### config.mk
export PLATFORM = sky130hd
export DESIGN_NAME = rgb_status_sequencer
export DESIGN_NICKNAME = d
export VERILOG_FILES = /design/src/rtl/rgb_status_sequencer.sv
export SDC_FILE = /design/constraint.sdc
export NUM_CORES = 1
export LEC_CHECK = 0
export CORE_MARGIN = 10
export CORE_UTILIZATION = 53
export CTS_CLUSTER_DIAMETER = 100
export DETAILED_ROUTE_END_ITERATION = 8
export PLACE_DENSITY = 0.84
export SLEW_MARGIN = 10
export SYNTH_ARGS = -nofsm -noshare
export SYNTH_HDL_FRONTEND = slang
export SYNTH_SLANG_ARGS = --single-unit
### constraint.sdc
create_clock -name clk -period 6.6 [get_ports clk]
set_input_delay 0.66 -clock clk [delete_from_list [all_inputs] [get_ports clk]]
set_output_delay 0.66 -clock clk [all_outputs]
set_load 0.02 [all_outputs]
### src/rtl/rgb_status_sequencer.sv
// Status RGB LED sequencer: turn colour, win/tie flash bursts and solid hold.
// Optional duty fading is compiled in by defining RGB_STATUS_FADE_EN.
module rgb_status_sequencer #(
   parameter int R           = 8,
   parameter int TICK_DIV    = 1_000_000,
   parameter int BLINK_TICKS = 25,
   parameter int FLASH_COUNT = 3,
   parameter int FADE_STEP   = 8
) (
   input  logic         clk,
   input  logic         reset,
   input  logic [3:0]   win_state,
   input  logic [3:0]   tie_state,
   input  logic [1:0]   player_sel,
   input  logic         new_game,
   output logic [R:0]   red_duty,
   output logic [R:0]   green_duty,
   output logic [R:0]   blue_duty,
   output logic         busy,
   output logic [2:0]   fsm_state_dbg
);

   localparam int TW = $clog2(TICK_DIV);
   localparam int BW = (BLINK_TICKS > 1) ? $clog2(BLINK_TICKS) : 1;
   localparam int PW = $clog2(FLASH_COUNT + 1);

   localparam logic [TW-1:0] TICK_LAST  = TW'(TICK_DIV - 1);
   localparam logic [BW-1:0] BLINK_LAST = BW'(BLINK_TICKS - 1);
   localparam logic [PW-1:0] FLASH_LAST = PW'(FLASH_COUNT);
   localparam logic [R:0]    FULL       = (R+1)'((1 << R) - 1);
   localparam logic [R:0]    ZERO       = '0;

   generate
      if (TICK_DIV < 2 || BLINK_TICKS < 1 || FLASH_COUNT < 1 || FADE_STEP < 1) begin : g_bad_cfg
         $error("rgb_status_sequencer: illegal parameter set");
      end
   endgenerate

   // Debug encoding: TURN=0, WIN_FLASH=1, TIE_FLASH=2, WIN_HOLD=3, TIE_HOLD=4.
   typedef enum logic [2:0] {
      S_TURN      = 3'd0,
      S_WIN_FLASH = 3'd1,
      S_TIE_FLASH = 3'd2,
      S_WIN_HOLD  = 3'd3,
      S_TIE_HOLD  = 3'd4
   } state_e;

   state_e        state_q, state_d;
   logic [TW-1:0] tick_cnt_q, tick_cnt_d;
   logic [BW-1:0] blink_cnt_q, blink_cnt_d;
   logic [PW-1:0] on_cnt_q, on_cnt_d;
   logic          on_q, on_d;
   logic [R:0]    red_q, green_q, blue_q;
   logic [R:0]    red_d, green_d, blue_d;
   logic [R:0]    tgt_r, tgt_g, tgt_b;
   logic          busy_q, busy_d;

   logic flashing, tick, phase_end, burst_done, entry;

   assign flashing   = (state_q == S_WIN_FLASH) || (state_q == S_TIE_FLASH);
   assign tick       = (tick_cnt_q == TICK_LAST);
   assign phase_end  = flashing && tick && (blink_cnt_q == BLINK_LAST);
   assign burst_done = phase_end && !on_q && (on_cnt_q == FLASH_LAST);
   // Re-entering TURN through new_game also counts as an entry so timing restarts.
   assign entry      = (state_d != state_q) || new_game;

   always_ff @(posedge clk) begin
      if (reset) begin
         state_q <= S_TURN;
      end else begin
         state_q <= state_d;
      end
   end

   always_comb begin
      state_d = state_q;
      case (state_q)
         S_TURN: begin
            if (win_state != 4'd0) begin
               state_d = S_WIN_FLASH;
            end else if (tie_state != 4'd0) begin
               state_d = S_TIE_FLASH;
            end
         end
         S_WIN_FLASH: if (burst_done) state_d = S_WIN_HOLD;
         S_TIE_FLASH: if (burst_done) state_d = S_TIE_HOLD;
         default: state_d = state_q;
      endcase
      if (new_game) begin
         state_d = S_TURN;
      end
   end

   always_comb begin
      tick_cnt_d  = tick_cnt_q + 1'b1;
      blink_cnt_d = blink_cnt_q;
      on_cnt_d    = on_cnt_q;
      on_d        = on_q;
      if (entry) begin
         tick_cnt_d  = '0;
         blink_cnt_d = '0;
         on_cnt_d    = '0;
         on_d        = 1'b1;
      end else begin
         if (tick) begin
            tick_cnt_d = '0;
         end
         if (!flashing) begin
            blink_cnt_d = '0;
         end else if (tick) begin
            blink_cnt_d = (blink_cnt_q == BLINK_LAST) ? '0 : blink_cnt_q + 1'b1;
         end
         if (phase_end) begin
            on_d = !on_q;
            if (on_q) begin
               on_cnt_d = on_cnt_q + 1'b1;
            end
         end
      end
   end

`ifdef RGB_STATUS_FADE_EN
   function automatic logic [R:0] fade_toward(input logic [R:0] cur, input logic [R:0] tgt);
      logic [R+1:0] c, t, s, d;
      c = {1'b0, cur};
      t = {1'b0, tgt};
      s = (R+2)'(FADE_STEP);
      d = '0;
      fade_toward = cur;
      if (c < t) begin
         d = c + s;
         fade_toward = (t - c <= s) ? tgt : d[R:0];
      end else if (c > t) begin
         d = c - s;
         fade_toward = (c - t <= s) ? tgt : d[R:0];
      end
   endfunction
`endif

   // Targets come from the next state so colour and busy change on the same edge as the state.
   always_comb begin
      tgt_r = ZERO;
      tgt_g = ZERO;
      tgt_b = ZERO;
      case (state_d)
         S_TURN: begin
            if (player_sel == 2'd1) tgt_b = FULL;
            if (player_sel == 2'd2) tgt_r = FULL;
         end
         S_WIN_FLASH: if (on_d) tgt_g = FULL;
         S_TIE_FLASH: begin
            if (on_d) begin
               tgt_r = FULL;
               tgt_g = FULL;
            end
         end
         S_WIN_HOLD: tgt_g = FULL;
         S_TIE_HOLD: begin
            tgt_r = FULL;
            tgt_g = FULL;
         end
         default: tgt_r = ZERO;
      endcase
      busy_d = (state_d == S_WIN_FLASH) || (state_d == S_TIE_FLASH);
`ifdef RGB_STATUS_FADE_EN
      red_d   = tick ? fade_toward(red_q, tgt_r)   : red_q;
      green_d = tick ? fade_toward(green_q, tgt_g) : green_q;
      blue_d  = tick ? fade_toward(blue_q, tgt_b)  : blue_q;
`else
      red_d   = tgt_r;
      green_d = tgt_g;
      blue_d  = tgt_b;
`endif
   end

   always_ff @(posedge clk) begin
      if (reset) begin
         tick_cnt_q  <= '0;
         blink_cnt_q <= '0;
         on_cnt_q    <= '0;
         on_q        <= 1'b0;
         red_q       <= '0;
         green_q     <= '0;
         blue_q      <= '0;
         busy_q      <= 1'b0;
      end else begin
         tick_cnt_q  <= tick_cnt_d;
         blink_cnt_q <= blink_cnt_d;
         on_cnt_q    <= on_cnt_d;
         on_q        <= on_d;
         red_q       <= red_d;
         green_q     <= green_d;
         blue_q      <= blue_d;
         busy_q      <= busy_d;
      end
   end

   assign red_duty      = red_q;
   assign green_duty    = green_q;
   assign blue_duty     = blue_q;
   assign busy          = busy_q;
   assign fsm_state_dbg = state_q;

endmodule
After elaboration in Yosys (flattened, before gate mapping)
Index checks and enable logic that the tools add are counted.
{ "word_totals": {"in_bits": 13, "ff_bits": 59, "word_cells": 59, "out_inout_bits": 31} }
{ "classes": {"eq_ne": 12, "mux": 14, "bitwise": 2, "add_sub_neg": 3, "n_reduce_logical": 19} }
{ "ops": {"columns": ["operator", "n"], "rows": [
  ["2-to-1 mux 8 bit", 3],
  ["one-hot mux 8 bit (3 select lines)", 1],
  ["adder 20 x 1 -> 20 bit, second input constant", 1],
  ["equality test 20 bit, second input constant", 1],
  ["one-hot mux 8 bit (2 select lines)", 1],
  ["2-to-1 mux 3 bit", 5],
  ["equality test 3 x 2 -> 1 bit, second input constant", 3],
  ["one-hot mux 3 bit (3 select lines)", 1],
  ["nonzero test 4 bit", 2],
  ["OR reduction 2 bit", 4],
  ["equality test 3 x 1 -> 1 bit, second input constant", 2],
  ["zero test 3 bit", 2],
  ["OR reduction 3 bit", 2],
  ["adder 5 x 1 -> 5 bit, second input constant", 1],
  ["equality test 5 bit, second input constant", 1],
  ["2-to-1 mux 5 bit", 1],
  ["equality test 2 bit, second input constant", 2],
  ["logical AND 1 bit", 4],
  ["equality test 3 bit, second input constant", 1],
  ["logical OR 1 bit", 3],
  ["!= test 3 bit", 1],
  ["adder 2 x 1 -> 2 bit, second input constant", 1],
  ["equality test 2 x 1 -> 1 bit, second input constant", 1],
  ["2-to-1 mux 1 bit", 2],
  ["3 further kinds", 4]
]} }

Logic depth before layout (Yosys ltp)
{ "depth": {"depth_word": 14, "depth_mapped": 12, "depth_no_buf": 11} }

Worst setup path after synthesis
Ideal clock, no wire load.
{ "synth_timing": {"kind": "reg2reg", "start": "register tick_cnt_q[0]", "end": "register busy_q (netlist: busy)", "t_required_ps": 6497, "path_slack_ps": 3571, "setup_ps": 103, "path_stages_with_launch": 12, "arrival_ps": 2926, "path_buffers": 0, "period_less_slack_ps": 3029, "cell_sequence": "dfxtp_1 -> ha_1 -> and4_1 -> nand2_1 -> or4_1 -> nor3_1 -> ha_1 -> and3_1 -> a211oi_1 -> a221oi_4 -> nor2_1 -> a2111oi_2"} }
{ "synth_via": {"elab_chain_len": 10, "elab_cells_between_ends": 12, "classes_between": "eq/ne (3); mux (4); reduce/logical (5)"} }
{ "synth_rtl": {"columns": ["item", "line", "source"], "rows": [
  ["from (decl)", "49", "logic [TW-1:0] tick_cnt_q, tick_cnt_d;"],
  ["from (signal assigned)", "187", "tick_cnt_q <= tick_cnt_d;"],
  ["equality test 20 bit *", "61", "assign tick = (tick_cnt_q == TICK_LAST);"],
  ["logical AND 1 bit * (2 in series)", "62", "assign phase_end = flashing && tick && (blink_cnt_q == BLINK_LAST);"],
  ["logical AND 1 bit * (2 in series)", "63", "assign burst_done = phase_end && !on_q && (on_cnt_q == FLASH_LAST);"],
  ["2-to-1 mux 3 bit (on tied branches)", "86, 85", null],
  ["one-hot mux 3 bit (3 select lines) *", "77", "case (state_q)"],
  ["2-to-1 mux 3 bit *", "89", "if (new_game) begin"],
  ["equality test 3 x 1 -> 1 bit or equality test 3 x 2 -> 1 bit (tied branches)", "164", "busy_d = (state_d == S_WIN_FLASH) || (state_d == S_TIE_FLASH);"],
  ["logical OR 1 bit *", "164", null],
  ["to (signal assigned)", "194", "busy_q <= busy_d;"],
  ["to (decl)", "56", "logic busy_q, busy_d;"]
]} }
Mark *: on every way between the ends. The rest lies on a longest branch, timed or not.
A chain may end at the register's enable or synchronous reset.

Worst setup path in the final report
{ "layout_timing": {"start": "register tick_cnt_q[0]", "end": "register tick_cnt_q[2]"} }
{ "layout_via": {"elab_chain_len": 11, "elab_cells_between_ends": 13, "classes_between": "add/sub (1); eq/ne (2); mux (4); reduce/logical (6)"} }
{ "layout_rtl": {"columns": ["item", "line", "source"], "rows": [
  ["equality test 20 bit", "61", null],
  ["logical AND 1 bit (2 in series)", "62", null],
  ["logical AND 1 bit (2 in series)", "63", null],
  ["2-to-1 mux 3 bit (on tied branches)", "86, 85", null],
  ["one-hot mux 3 bit (3 select lines)", "77", null],
  ["2-to-1 mux 3 bit", "89", null],
  ["!= test 3 bit", "65", "assign entry = (state_d != state_q) || new_game;"],
  ["logical OR 1 bit", "65", null],
  ["OR reduction 3 bit (no source line)", null, null]
]} }
Several ways; a longest one is shown, not always the timed one.

==> results.cfg <==
[run_status]
outcome = finished, final reports clean

[placed_design]
place_hpwl_mm = 2.99
dp.cells = 282
port_buffers = 40
gp_congestion = 0.825
pre_cts_slack_ns = 3.27

[cts]
cts_root_buffer = clkbuf_4
cts_buffers = 5
clock_path_buffers = 2
postCtsSetupBuffers = 0
h-tree-depth = 2
ctsHoldBuffers = 0
clk_latency_ns = 0.33
cts_tree = built
clkSinkCount = 35
clk_pin_slew_worst_paths_ns = 0.09
cts_resized = 0

[sta]
finalHoldViolations = 0
whs_ns = 0.473
period_needed_ns = 3.35
fin_setup_tns_ns = 0
fin_skew_ns = 0.00577
slew_violations = 0
period_share = 0.507
setup_viol_count_final = 0
rsz0062_at_grt = no
setup_slack_ns = 3.25
clock.fmax_mhz = 299

[die]
fp-row-count = 21
die_area_mm2 = 0.00640
pin_count = 44
initial_core_util = 0.559
die_height_um = 80.0
core-area_mm2 = 0.00342
die_w_um = 80.0

[global_route]
grt_pass1_wl_mm = 6.53
antenna_found_initial = 0
grt_pass1_vias = 1422
grt_max_degree = 21
grt_overflow_total = 0
grtUsageTotal = 0.126

[routing]
drt_iter0_markers = 71
vias = 1524
avgRoutedWirePerCell_um = 13.3
routed_via_density = 5.29
drtPass1Iterations = 4
totalWireLength_mm = 3.84
drc = 0
ant_nets = 0

[yosys]
yosysTopAreaCell = dfxtp_1
netlist_instances = 223
yosysMostFrequentCell = nor2_1
synthArstFlopShare = 0
syn_avg_cell_area_um2 = 8.56
synth_enable_flop_cells = 0
synth_top_area_frac = 0.367
yosysSeqAreaShare = 0.367
synth-seq-cells = 35
synth_cell_types = 43
yosysWarningCount = 0
yosys-top-cells-count = nor2_1, dfxtp_1, buf_4, xnor2_1
ys.flop_type = dfxtp_1
syn-cell-area_mm2 = 0.00191
netlist_top_cells_area = dfxtp_1, buf_4, xnor2_1

[cells_and_area]
syn_to_final_growth_pct = 15.6
num_antenna_cells = 0
layout.cells.non_filler = 288
final_core_util = 0.646
finalNetCount = 262
drive_gt1_frac = 0.0413

[flow_run]
drv_cap = 0

[worst_setup_path]
crit_required_ns = 6.81
crit_path_end_kind = flip-flop
arrival_ns = 3.56
crit_fanout = 20
critPathLaunchType = flip-flop
critical_path_class = reg -> reg

[power_and_ir_drop]
p_per_area_mw_per_mm2 = 165
power_leakage_uw = 0.000704
ir_worst_vdd_mv = 0.125

[min_path]
hp-class = reg -> reg
[cell type report]
| cell class | count | area, um2 |
|---|---|---|
| fillers | 292 | 1210 |
| multi-input cells | 148 | 958 |
| repair buffers | 40 | 400 |
| inverters | 13 | 48.8 |
| well taps | 46 | 57.6 |
| flip-flops and latches | 35 | 701 |
| clock buffers | 6 | 41.3 |
[metal layers]
| layer | part of all wire | GRT usage | up-vias |
|---|---|---|---|
| met4 | 0.014 | 0.0423 | 0 |
| met5 | 0 | 0 | - |
| met2 | 0.48 | 0.214 | 39 |
| li1 | - | - | 773 |
| met3 | 0.078 | 0.0439 | 6 |
| met1 | 0.43 | 0.142 | 706 |
[critical path: stages (launching register included)]
cell and delay [ns]:
dfxtp_1 0.37, ha_1 0.21, and4_1 0.25, nand2_1 0.15, or4_1 0.56, nor3_1 0.26
ha_1 0.26, nand3b_1 0.10, a21o_1 0.19, o211ai_1 0.35, or2_2 0.42, nor2_1 0.10
[report_power, final]
part / switching, uW / internal [uW]
sequential: 2.84 / 213
combinational: 23.6 / 22.7
clock: 63.3 / 37.8
total: 89.8 / 274
[final timing paths]
check | startpoint | end | slack (ns) | cells past startpoint
worst max-delay path | tick_cnt_q[0]$_SDFF_PP0_ | tick_cnt_q[2]$_SDFF_PP0_ | 3.25 | 11
worst min-delay path | tick_cnt_q[0]$_SDFF_PP0_ | tick_cnt_q[0]$_SDFF_PP0_ | 0.47 | 1
worst max register to register | tick_cnt_q[0]$_SDFF_PP0_ | tick_cnt_q[2]$_SDFF_PP0_ | 3.25 | 11
worst min register to register | tick_cnt_q[0]$_SDFF_PP0_ | tick_cnt_q[0]$_SDFF_PP0_ | 0.47 | 1
[logic make-up (layout without fill, tap and decap cells)]
| kind of cell | Yosys count | after routing | share of synthesized area |
|---|---|---|---|
| other cells | 1 | 3 | 0.00196 |
| buf+inv | 42 | 59 | 0.135 |
| fa+ha+maj | 6 | 6 | 0.0393 |
| flops | 35 | 35 | 0.367 |
| xor+xnor | 24 | 24 | 0.110 |
| compound gates | 15 | 15 | 0.0747 |
| simple gates | 98 | 98 | 0.261 |
| mux | 2 | 2 | 0.0105 |
[placed cells by master, fill, tap and decap left out, types with 5 or more instances in the layout]
master            n
xor2_1            6
xnor2_1          18
clkbuf_4          5
nor2_1           39
ha_1              6
nand3_1           7
nand2_1           8
dfxtp_1          35
inv_1            13
clkdlybuf4s50_1  40
nor3_1           13
nand4_1           5
[stage by stage]
stage	total power, uW	instance area, um2
floorplan	252	1920
global placement	267	2170
detailed placement	268	2170
CTS	368	2210
global route	378	2210
finish	364	2210
[state kept, by name, summed over array words and instances (netlist names)]
name and count:
red_duty 1, busy 1, on_cnt_q 2, green_duty 1, tick_cnt_q 20, blue_duty 1, blink_cnt_q 5, fsm_state_dbg 3
on_q 1
Power figures use the tool's default switching activity.
==> variant 1 (config.mk and constraints unchanged) <==
Set the parameter `TICK_DIV` to 500_000 (it was 1_000_000).
--- a/src/rtl/rgb_status_sequencer.sv
+++ b/src/rtl/rgb_status_sequencer.sv
@@ -2,7 +2,7 @@
 // Optional duty fading is compiled in by defining RGB_STATUS_FADE_EN.
 module rgb_status_sequencer #(
    parameter int R           = 8,
-   parameter int TICK_DIV    = 1_000_000,
+   parameter int TICK_DIV    = 500_000,
    parameter int BLINK_TICKS = 25,
    parameter int FLASH_COUNT = 3,
    parameter int FADE_STEP   = 8
Formal check against the unedited RTL: same outputs for any inputs over 10 cycles, from zero or initial values and one cycle with reset high; that may be too few to reach the edited logic, so the function may still have changed.
==> variant 1 against the unedited design <==
Critical path type unchanged; worst setup slack gained 0.15 ns; clock power grew 39%; sequential cell count shrank 1; total power grew 9.4%; first-iteration DRC count shrank 11%; area after synthesis grew 1.0%; largest power group unchanged; critical endpoint is now blue_duty[6]$_SDFF_PP0_; core utilization grew 1.8 points; wire length shrank 3.6%; design area grew 2.7%.
==> variant 1: results (changes against the unedited design) <==
status - completed (unchanged)
met2 usage - 17.9% (was 21.4%)
XOR/XNOR Fraction of Synth Area - 9.99% (was 11.0%)
share of layout cells above drive strength 1 - 8.26% (was 4.13%)
via count of the first global-routing pass - 1,321 (was 1,422)
M1 WL - 1.69 mm (was 1.65 mm)
met3 Use GR - 5.23% (was 4.39%)
nets - 260 (was 262)
drt first-iter violations - 63 (was 71)
R2R Setup Slk - 3.40 ns (was 3.25 ns)
crit-path max FO - 9 (was 20)
Avg Cell Area, Syn - 8.73 um^2 (was 8.56 um^2)
count of cell types in the netlist - 46 (was 43)
vias per cell - 5.23 (was 5.29)
crit path DAT - 3.47 ns (was 3.56 ns)
Layout Skew - 0.00795 ns (was 0.00577 ns)
Adder-Cell Fraction of Synth Area - 3.89% (was 3.93%)
Synth top cells by count - 34 x dfxtp_1, 32 x nor2_1, 24 x buf_4, 13 x nor3_1, 13 x xnor2_1 (was 39 x nor2_1, 35 x dfxtp_1, 24 x buf_4, 18 x xnor2_1)
Synth Area in Compound Gates - 9.08% (was 7.47%)
Placer Congestion - 0.827 (was 0.825)
Slowest cell on crit path - or4b_4 (was or4_1)
max frequency - 312 MHz (was 299 MHz)
Seq/Total Area, Yosys - 35.3% (was 36.7%)
hpwl dp - 2.92 mm (was 2.99 mm)
GR Util met1 - 13.1% (was 14.2%)
Avg WL per Cell - 12.9 um (was 13.3 um)
total track usage - 11.3% (was 12.6%)
max reg flops - 19 (was 20)
largest net degree at the start of global routing - 20 (was 21)
variant 1: power by group:
part           total (mW)  switching [mW]  internal, mW  leakage, nW
clock network       0.140          0.0668        0.0728       0.0446
logic              0.0479          0.0246        0.0233        0.430
registers           0.210         0.00310         0.207        0.275
total               0.398          0.0945         0.303        0.749
variant 1: kinds of logic after synthesis:
| group | after synthesis |
|---|---|
| XOR/XNOR | 22 |
| buffers and inverters | 38 |
| multiplexers | 3 |
| flip-flops | 34 |
| AO/OA/AOI/OAI | 20 |
| other | 1 |
| AND/OR/NAND/NOR | 97 |
| adder cells (fa/ha/maj) | 6 |
variant 1: per-stage QoR:
step	utilization, %	hold WS (ns)
detailed placement	64.1	0.448
global placement	64.1	0.445
floorplan	-	0.430
CTS	66.4	0.472
finish	66.4	0.465
global route	66.4	0.504
variant 1: layout make-up:
| type | instances | area (um^2) | area share (%) |
|---|---|---|---|
| multi-input cells | 151 | 1020 | 44.8 |
| flip-flops and latches | 34 | 681 | 30.0 |
| repair buffers | 40 | 400 | 17.7 |
| clock buffers | 8 | 78.8 | 3.48 |
| well taps | 46 | 57.6 | 2.54 |
| inverters | 9 | 33.8 | 1.49 |
variant 1: final timing paths:
| path | start | to | cells after the start |
|---|---|---|---|
| worst min-delay path | tick_cnt_q[0]$_SDFF_PP0_ | tick_cnt_q[0]$_SDFF_PP0_ | 1 |
| worst max register to register | tick_cnt_q[0]$_SDFF_PP0_ | blue_duty[6]$_SDFF_PP0_ | 11 |
| worst min register to register | tick_cnt_q[0]$_SDFF_PP0_ | tick_cnt_q[0]$_SDFF_PP0_ | 1 |
| worst max-delay path | tick_cnt_q[0]$_SDFF_PP0_ | blue_duty[6]$_SDFF_PP0_ | 11 |
==> variant 2 (same flow settings) <==
Without the edit above. Compare `blink_cnt_q` against `BLINK_LAST` with >= in place of ==.
--- a/src/rtl/rgb_status_sequencer.sv
+++ b/src/rtl/rgb_status_sequencer.sv
@@ -108,7 +108,7 @@
          if (!flashing) begin
             blink_cnt_d = '0;
          end else if (tick) begin
-            blink_cnt_d = (blink_cnt_q == BLINK_LAST) ? '0 : blink_cnt_q + 1'b1;
+            blink_cnt_d = (blink_cnt_q >= BLINK_LAST) ? '0 : blink_cnt_q + 1'b1;
          end
          if (phase_end) begin
             on_d = !on_q;
Formal check against the unedited RTL: no difference found for any inputs over 10 cycles, from zero or initial values and one cycle with reset high; that may be too few to reach the edited logic, so the function may still have changed.
==> variant 2 against the unedited design <==
Worst setup slack lost 0.51 ns; critical endpoint is now tick_cnt_q[19]$_SDFF_PP0_; design area is 1.2% lower; combinational power decreased by 5.2%; wire length fell by 4.6%; via count down 1.2%; area after synthesis down 2.7%; die area down 2.0%; critical path type unchanged; total power is 3.0% higher; sequential cell count unchanged; synthesized cell count down 0.45%; cell count unchanged.
==> variant 2: results (changes against the unedited design) <==
max frequency - 259 MHz (was 299 MHz)
length of the first detailed-routing pass in iterations - 4 (unchanged)
routed vias - 1,505 (was 1,524)
count of cell types in the netlist - 44 (was 43)
GR Util met1 - 14.2% (about the same)
nets - 261 (was 262)
WL met2 - 1.58 mm (was 1.84 mm)
max reg flops - 20 (unchanged)
reg2reg path depth - 10 (was 11)
Avg WL per Cell - 12.7 um (was 13.3 um)
via count of the first global-routing pass - 1,430 (was 1,422)
share of layout cells above drive strength 1 - 3.72% (was 4.13%)
Mapped Cells - 222 (was 223)
Synth top cells by count - 35 x dfxtp_1, 35 x nor2_1, 24 x buf_4, 17 x nand2_1, 14 x xnor2_1 (was 39 x nor2_1, 35 x dfxtp_1, 24 x buf_4, 18 x xnor2_1)
hpwl dp - 2.85 mm (was 2.99 mm)
met3 Use GR - 6.08% (was 4.39%)
hold_ws - 0.464 ns (was 0.473 ns)
slowest stage delay, CP - 0.62 ns (was 0.56 ns)
Slowest cell on crit path - nand2b_1 (was or4_1)
top post-synthesis cells by area - dfxtp_1 38%, buf_4 9.7%, nor2_1 7.1% (was dfxtp_1 37%, buf_4 9.4%, xnor2_1 8.3%)
leak pwr - 0.708 nW (was 0.704 nW)
Worst Setup SP - tick_cnt_q[13]$_SDFF_PP0_ (was tick_cnt_q[0]$_SDFF_PP0_)
Met3 Wirelength - 370 um (was 298 um)
crit path to - tick_cnt_q[19]$_SDFF_PP0_ (was tick_cnt_q[2]$_SDFF_PP0_)
dpl cell area - 2120 um^2 (was 2170 um^2)
maximum vdd drop - 0.136 mV (was 0.125 mV)
Place WS - 2.72 ns (was 3.27 ns)
M1 WL - 1.64 mm (was 1.65 mm)
crit path DAT - 4.05 ns (was 3.56 ns)
vias per cell - 5.23 (was 5.29)
clock tree buffer depth - 2 (unchanged)
PostCTS Resize Cnt - 0 (unchanged)
Seq/Total Area, Yosys - 37.7% (was 36.7%)
Layout Skew - 0.0144 ns (was 0.00577 ns)
status - completed (unchanged)
met2 usage - 19.7% (was 21.4%)
Placed Cells - 281 (was 282)
Placer Congestion - 0.827 (was 0.825)
Worst-Skew Late Latency - 0.33 ns (about the same)
first-pass GRT wire length - 6.48 mm (was 6.53 mm)
drt first-iter violations - 90 (was 71)
# fillers - 323 (was 292)
total track usage - 12.4% (was 12.6%)
[variant 2: changes by cell type in the layout (fill, tap and decap cells not counted), sizes merged, moves of 2 or more]
cell	unedited run	this run
o21ai	1	3
nor3	13	7
a21oi	2	6
nand2	8	17
inv	13	10
nor2	39	35
or4b	0	2
xnor2	18	14
nand4	5	2
[variant 2: cells by family after synthesis]
family / Yosys count / share of synthesized area [%]
AOI/OAI and AO/OA: 24 / 9.23
xor gates and xnor gates: 20 / 9.43
muxes: 1 / 0.539
and+or+nand+nor: 96 / 26.1
DFF: 35 / 37.7
adders and majority gates: 6 / 4.04
other: 1 / 0.202
buffers and inverters: 39 / 12.8
[variant 2: final cells by class]
type / count / area share (%)
timing repair buffer: 40 / 18.4
sequential: 35 / 32.1
multi-input combinational: 150 / 42.5
clock inverter: 1 / 0.230
clock buffer: 6 / 2.35
inverter: 10 / 1.72
tap: 46 / 2.64
[variant 2: power by group]
group	internal (mW)	switching (mW)
registers	0.213	0.00288
logic	0.0220	0.0220
clock network	0.0493	0.0652
